`src/rtl/imm_ext_pipe_if.sv`:
```
// Handshake bundle between decode, the immediate extender and the ALU-B mux.
// The producer and consumer sides both attach through the master modport.
interface imm_ext_pipe_if #(
    parameter int IN_WIDTH  = 16,
    parameter int OUT_WIDTH = 32
);
    logic                 in_valid;
    logic                 in_ready;
    logic [IN_WIDTH-1:0]  imm;
    logic [1:0]           mode;
    logic                 out_valid;
    logic                 out_ready;
    logic [OUT_WIDTH-1:0] ext_imm;
    logic [1:0]           ext_mode;

    modport master (
        output in_valid, imm, mode, out_ready,
        input  in_ready, out_valid, ext_imm, ext_mode
    );

    modport slave (
        input  in_valid, imm, mode, out_ready,
        output in_ready, out_valid, ext_imm, ext_mode
    );
endinterface

```
`src/rtl/imm_ext_pipe.sv`:
```
// Pipelined immediate extender: sign/zero/upper/branch-offset widening followed
// by a DEPTH-stage elastic valid/ready pipeline with synchronous flush.
module imm_ext_pipe #(
    parameter int IN_WIDTH  = 16,
    parameter int OUT_WIDTH = 32,
    parameter int DEPTH     = 2
) (
    input  logic          clk,
    input  logic          reset,
    input  logic          flush,
    imm_ext_pipe_if.slave bus
);
    localparam int EXT = OUT_WIDTH - IN_WIDTH;

    logic [OUT_WIDTH-1:0] sext;
    logic [OUT_WIDTH-1:0] ext_comb;

    logic [DEPTH-1:0]     v;
    logic [OUT_WIDTH-1:0] data [DEPTH];
    logic [1:0]           md   [DEPTH];
    logic [OUT_WIDTH-1:0] din  [DEPTH];
    logic [1:0]           mdin [DEPTH];
    logic [DEPTH:0]       stage_ready;
    logic [DEPTH-1:0]     load;
    logic [DEPTH-1:0]     unload;

    always_comb begin
        sext = {{EXT{bus.imm[IN_WIDTH-1]}}, bus.imm};
        case (bus.mode)
            2'b00:   ext_comb = sext;
            2'b01:   ext_comb = {{EXT{1'b0}}, bus.imm};
            2'b10:   ext_comb = {bus.imm, {EXT{1'b0}}};
            default: ext_comb = {sext[OUT_WIDTH-3:0], 2'b00};
        endcase
    end

    // A stage can take data if it or any stage downstream of it has a hole,
    // or the consumer is draining the last stage.
    always_comb begin
        for (int k = 0; k <= DEPTH; k++) begin
            logic [DEPTH-1:0] mask;
            mask           = {DEPTH{1'b1}} << k;
            stage_ready[k] = bus.out_ready || ((v & mask) != mask);
        end
    end

    always_comb begin
        load    = '0;
        unload  = '0;
        load[0] = bus.in_valid && stage_ready[0];
        for (int k = 1; k < DEPTH; k++) begin
            load[k] = v[k-1] && stage_ready[k];
        end
        for (int k = 0; k < DEPTH; k++) begin
            unload[k] = v[k] && stage_ready[k+1];
        end
    end

    always_comb begin
        din[0]  = ext_comb;
        mdin[0] = bus.mode;
        for (int k = 1; k < DEPTH; k++) begin
            din[k]  = data[k-1];
            mdin[k] = md[k-1];
        end
    end

    // A refill in the same cycle as a drain wins, keeping one item per cycle.
    always_ff @(posedge clk or negedge reset) begin
        if (!reset) begin
            v <= '0;
            for (int k = 0; k < DEPTH; k++) begin
                data[k] <= '0;
                md[k]   <= '0;
            end
        end else begin
            for (int k = 0; k < DEPTH; k++) begin
                if (flush) begin
                    v[k] <= 1'b0;
                end else if (load[k]) begin
                    v[k] <= 1'b1;
                end else if (unload[k]) begin
                    v[k] <= 1'b0;
                end
                if (load[k]) begin
                    data[k] <= din[k];
                    md[k]   <= mdin[k];
                end
            end
        end
    end

    assign bus.in_ready  = stage_ready[0];
    assign bus.out_valid = v[DEPTH-1];
    assign bus.ext_imm   = data[DEPTH-1];
    assign bus.ext_mode  = md[DEPTH-1];
endmodule

```
`src/flat_wrapper.sv`:
```
// flat-port wrapper written by rule: the top's interface ports become plain ports
module imm_ext_pipe_flat 
#(
    parameter int IN_WIDTH  = 16,
    parameter int OUT_WIDTH = 32,
    parameter int DEPTH     = 2
)
  (clk, reset, flush, bus_in_valid, bus_imm, bus_mode, bus_out_ready, bus_in_ready, bus_out_valid, bus_ext_imm, bus_ext_mode);
  imm_ext_pipe_if #(.IN_WIDTH(IN_WIDTH), .OUT_WIDTH(OUT_WIDTH)) bus_i ();
  input  logic clk;
  input  logic reset;
  input  logic flush;
  input wire logic [$bits(bus_i.in_valid)-1:0] bus_in_valid;
  input wire logic [$bits(bus_i.imm)-1:0] bus_imm;
  input wire logic [$bits(bus_i.mode)-1:0] bus_mode;
  input wire logic [$bits(bus_i.out_ready)-1:0] bus_out_ready;
  output wire logic [$bits(bus_i.in_ready)-1:0] bus_in_ready;
  output wire logic [$bits(bus_i.out_valid)-1:0] bus_out_valid;
  output wire logic [$bits(bus_i.ext_imm)-1:0] bus_ext_imm;
  output wire logic [$bits(bus_i.ext_mode)-1:0] bus_ext_mode;
  assign bus_i.in_valid = bus_in_valid;
  assign bus_i.imm = bus_imm;
  assign bus_i.mode = bus_mode;
  assign bus_i.out_ready = bus_out_ready;
  assign bus_in_ready = bus_i.in_ready;
  assign bus_out_valid = bus_i.out_valid;
  assign bus_ext_imm = bus_i.ext_imm;
  assign bus_ext_mode = bus_i.ext_mode;
  imm_ext_pipe #(.IN_WIDTH(IN_WIDTH), .OUT_WIDTH(OUT_WIDTH), .DEPTH(DEPTH)) u_core (.clk(clk), .reset(reset), .flush(flush), .bus(bus_i));
endmodule
```
`config.mk`:
```
export PLATFORM = sky130hd
export DESIGN_NAME = imm_ext_pipe_flat
export DESIGN_NICKNAME = d
export VERILOG_FILES = /design/src/rtl/imm_ext_pipe_if.sv /design/src/rtl/imm_ext_pipe.sv /design/src/flat_wrapper.sv
export SDC_FILE = /design/constraint.sdc
export NUM_CORES = 1
export LEC_CHECK = 0
export CAP_MARGIN = 5
export CELL_PAD_IN_SITES_DETAIL_PLACEMENT = 0
export CELL_PAD_IN_SITES_GLOBAL_PLACEMENT = 1
export CORE_MARGIN = 3
export CORE_UTILIZATION = 42
export CTS_CLUSTER_SIZE = 8
export DETAILED_ROUTE_END_ITERATION = 10
export PLACE_DENSITY_LB_ADDON = 0.3
export SYNTH_ARGS = -nofsm -noshare
export SYNTH_HDL_FRONTEND = slang
export SYNTH_SLANG_ARGS = --single-unit
```
`constraint.sdc`:
```
create_clock -name clk -period 1.6 [get_ports clk]
set_input_delay 0.16 -clock clk [delete_from_list [all_inputs] [get_ports clk]]
set_output_delay 0.16 -clock clk [all_outputs]
set_load 0.1 [all_outputs]
```
Word level (Yosys, flattened, before mapping)
Cells that the tools add are included.
W data, S select, Z words.

storage, ports and cells
  output and inout port bits = 36
  memories = 0
  RAM bits = 0
  input bits = 23
  memory bits (read-only) = 0
  flip-flop bits (word level) = 70
  bits in latches = 0
  logic and storage cells = 25

cells by class
  div/mod/pow operators = 0
  $mul = 0
  equality and inequality tests = 3
  $lt $le $gt $ge = 0
  bitwise gates (word level) = 1
  reductions and logical operators = 8
  mux-type cells = 7
  shift-type cells = 0
  add/subtract/negate cells = 0

operator list
  cell                  count
  $pmux W32 S3          1
  $mux W1               6
  $reduce_bool A3 Y1    2
  $logic_and A1 B1 Y1   3
  $eq A2 B1 Y1 const B  1
  $eq A2 B2 Y1 const B  1
  $logic_not A2 Y1      1
  $logic_or A1 B1 Y1    2
  $ne A2 B2 Y1 const B  1
  $not A1 Y1            1

Depth between registers and ports, before layout
  word-level depth = 6
  mapped depth = 5
  mapped depth without buffers = 3

Worst setup path after synthesis
No wires, ideal clock.

  kind = register to register
  start point = reg u_core.v[1]
  end point = reg u_core.data, in the netlist u_core.bus.ext_imm[22]
  clock period less this slack = 2073 ps
  stages on the path, launching flop included = 5
  arrival = 1948 ps
  library setup time = 125 ps
  slack = -473 ps
  path buffers = 1
  required time = 1475 ps
  cell sequence = dfrtp_1 inv_1 o21ai_4 buf_6 mux2_2

on the way
  longest elaborated chain between the ends = 3

ends and longest elaborated chain
  element                            RTL line            text
  from (decl)                        imm_ext_pipe.sv:18  logic [DEPTH-1:0] v;
  from (signal assigned)             imm_ext_pipe.sv:71  v <= '0;
  from (signal, indexed assignment)  imm_ext_pipe.sv:79  v[k] <= 1'b0;
  from (signal, indexed assignment)  imm_ext_pipe.sv:81  v[k] <= 1'b1;
  $not A1 Y1                         imm_ext_pipe.sv:43  stage_ready[k] = bus.out_ready || ((v & mask) != mask);
  $logic_or A1 B1 Y1                 imm_ext_pipe.sv:43
  $logic_and A1 B1 Y1                imm_ext_pipe.sv:52  load[k] = v[k-1] && stage_ready[k];
  to (signal, indexed assignment)    imm_ext_pipe.sv:86  data[k] <= din[k];
  to (decl)                          imm_ext_pipe.sv:19  logic [OUT_WIDTH-1:0] data [DEPTH];

Every way passes these cells.
A chain may end at the register's enable or synchronous reset.

Worst setup path in the final report
  start point = reg u_core.v[1]
  end point = out bus_in_ready

on the way
  longest elaborated chain between the ends = 2

ends and longest elaborated chain
  element             RTL line            text
  $ne A2 B2 Y1        imm_ext_pipe.sv:43
  $logic_or A1 B1 Y1  imm_ext_pipe.sv:43
  to (decl)           flat_wrapper.sv:17  output wire logic [$bits(bus_i.in_ready)-1:0] bus_in_ready;

Every way passes these cells.

==> reports/qor.txt <==
Final slew viol count: 0
Share of layout cells above drive strength 1: 36.4%
Seq cells post-synth: 70
Vias: 2159
Hold_buf cts: 1
Net switching power: 2.71 mW
# port buffers: 58
Starting Density: 43.8%
Crit path launch type: register
Syn nets: 320
Syn_area_per_cell: 11.5 sq um
Placed Area: 4260 sq um
Synthesized cell area: 3420 sq um
Post-route ant nets: 0
Resize count post-CTS: 0
Switching part of the total power: 39.9%
GRT Util Overall: 16.1%
Drt via density: 5.00
Status: complete, no violations
Max Clock Skew: 4.83 ps
DIE AREA: 9260 sq um
First-pass GRT wire length: 11.3 mm
Final-layout fill cell count: 676
Initial antenna violation count: 0
Die H: 96.2 microns
Setup-failing EPs final: 0
Root Driver: clkbuf_8
Crit-path cells: nand3b_4, buf_12, buf_12
Reg2reg setup slack: 210 ps
Synth top area share: 51.2%
Depth of the CTS H-tree: 3
Cell count after synthesis: 297
Worst path max stage delay: 520 ps
DP HPWL: 4.70 mm
Reg2reg end: u_core.data[47]
Most frequent cells in the layout: 88 x a21oi_1, 69 x dfrtp_1, 47 x mux2_2, 42 x buf_12, 21 x clkdlybuf4s50_1
Static leakage: 1.92 nW
Yosys cell types: 20
CTS Sinks: 70
Slew margin rel.: 71.5%
Worst path required time: 1440 ps
Total gr overflow: 0
Core ar.: 7810 sq um
Flop pwr share: 34.3%
Largest cells by area after synthesis: dfrtp_1 51%, mux2_2 15%, a21oi_1 13%
Multi-input gate area: 1240 sq um
Combinational group share of total power: 43.0%
Largest net degree at the start of global routing: 71
Actual slew at the worst max-slew pin: 428 ps
Worst r2r src: u_core.v[1]
WL per Instance: 15.6 microns
Seq/Total Area, Yosys: 51.2%
Register clock-pin slew on the reported worst setup and hold paths: 70 ps
CTS tree: built
Int Power: 4.09 mW
Area leader, netlist: dfrtp_1
Chip width: 96.2 microns
Setup bufs post-CTS: 0
Data arrival, critical path: 1340 ps
DP Worst Slack: -60.6 ps
Design Area, Final: 4490 sq um
Count of standard-cell rows: 32
Final min period: 1500 ps
Area Overhead vs Synth: 31.2%
Num CTS Buffers: 9
Most used cell, CP: buf_12
Fmax: 665 MHz
ANT cells: 0
CP max FO: 32
Clk_lat worst skew: 340 ps
Clock tree buffer depth: 2
Fin nets: 348
Yosys warns: 0
CP Class: reg -> out
IO Pins: 59
Most common cell after layout, fill and taps aside: a21oi_1
Slowest CP cell: dfrtp_4
Worst setup slack after layout: 96.9 ps
Placer Congestion: 0.775
Vias in the first global route: 2272
Max Cap Violations: 0
RSZ-0062 raised after global routing: false
Clock power share: 22.7%
Register area: 1760 sq um
Worst min path class: in -> async
Crit. End Element: output port
Worst Reg-to-Reg Cells: 5
Final Hold Viols: 0
Final WL: 6.75 mm
Tcrit/Tclk final: 93.9%
Residual DRC count: 0
Max VDD drop: 1080 uV
Initial DRC count: 122
Power Density: 1510 nW/um^2
DRT Pass-1 Iters: 4
## power by group through the flow
stage	logic, mW	clock network [mW]	registers (mW)
after floorplan	2.21	0	2.21
after global placement	2.92	0	2.36
after detailed placement	2.94	0	2.37
after CTS	2.94	1.58	2.34
after global routing	3.03	1.66	2.38
final	2.92	1.54	2.33
## per-layer routing
metal | share of wire (%) | global-route usage, % | wire, microns
met3 | 4.5 | 3.36 | 304
met1 | 48 | 22.7 | 3250
met5 | 0 | 0 | 0
met2 | 46 | 24.2 | 3100
met4 | 1.3 | 6.75 | 91
## Yosys cell counts
cell type  count
mux2_1         2
inv_1          5
nor2b_1       16
a21oi_1       88
nor3b_4        1
a31oi_1        1
nand3b_4       1
clkbuf_2       1
o2111ai_1      1
mux2_4         4
nor2_1         1
dfrtp_1       70
mux2_2        47
o21ai_4        1
buf_4         36
and2_1         2
o21ai_1        1
buf_6          7
clkbuf_1       7
buf_2          5
## critical path, delay by kind of cell (launching register included)
kind,cells,cell delay [ps]
buffers and inverters,2,370
AND/OR/NAND/NOR,1,100
flip-flops,1,520
## worst max path at each step
stage                        from                endpoint  slack, ps  cells past startpoint
global placement    bus_out_ready            u_core.md[3]        -50                      5
floorplan             u_core.v[1]  u_core.bus.ext_imm[22]          6                      4
detailed placement  bus_out_ready         u_core.data[47]        -60                      6
finish                u_core.v[1]            bus_in_ready        100                      3
CTS                   u_core.v[1]            bus_in_ready         70                      3
global route          u_core.v[1]            bus_in_ready         40                      3
## cells by family after synthesis
kind of cell | Yosys count | synth area share (%)
AOI/OAI and AO/OA | 92 | 13.9
buffers and inverters | 61 | 12.4
DFF | 70 | 51.2
muxes | 53 | 17.9
and+or+nand+nor | 21 | 4.54
## sequential cells by signal, indices dropped and copies added, names as in the netlist
name / count
u_core.bus.ext_imm: 32
u_core.data: 32
u_core.bus.ext_mode: 2
u_core.md: 2
u_core.v: 2
## cell type report
cell class              instances  share of cell area, %
repair buffers                 73                   25.1
clock buffers                  12                   3.23
clock inverters                 4                   1.56
flip-flops and latches         70                   39.1
well taps                     102                   2.84
inverters                       5                  0.418
multi-input cells             166                   27.7
## stage by stage
stage               total power [mW]  setup TNS (ps)  std cells  hold WS, ps  util, %
finish                          6.80               0        432          363     57.5
global route                    7.06               0        432          398     57.5
CTS                             6.86               0        432          372     57.5
detailed placement              5.31            -951        415          210     54.6
global placement                5.29            -805        415          213     54.6
floorplan                       4.42               0        297         -136        -
Note: power is estimated with default switching activity, not from simulation.
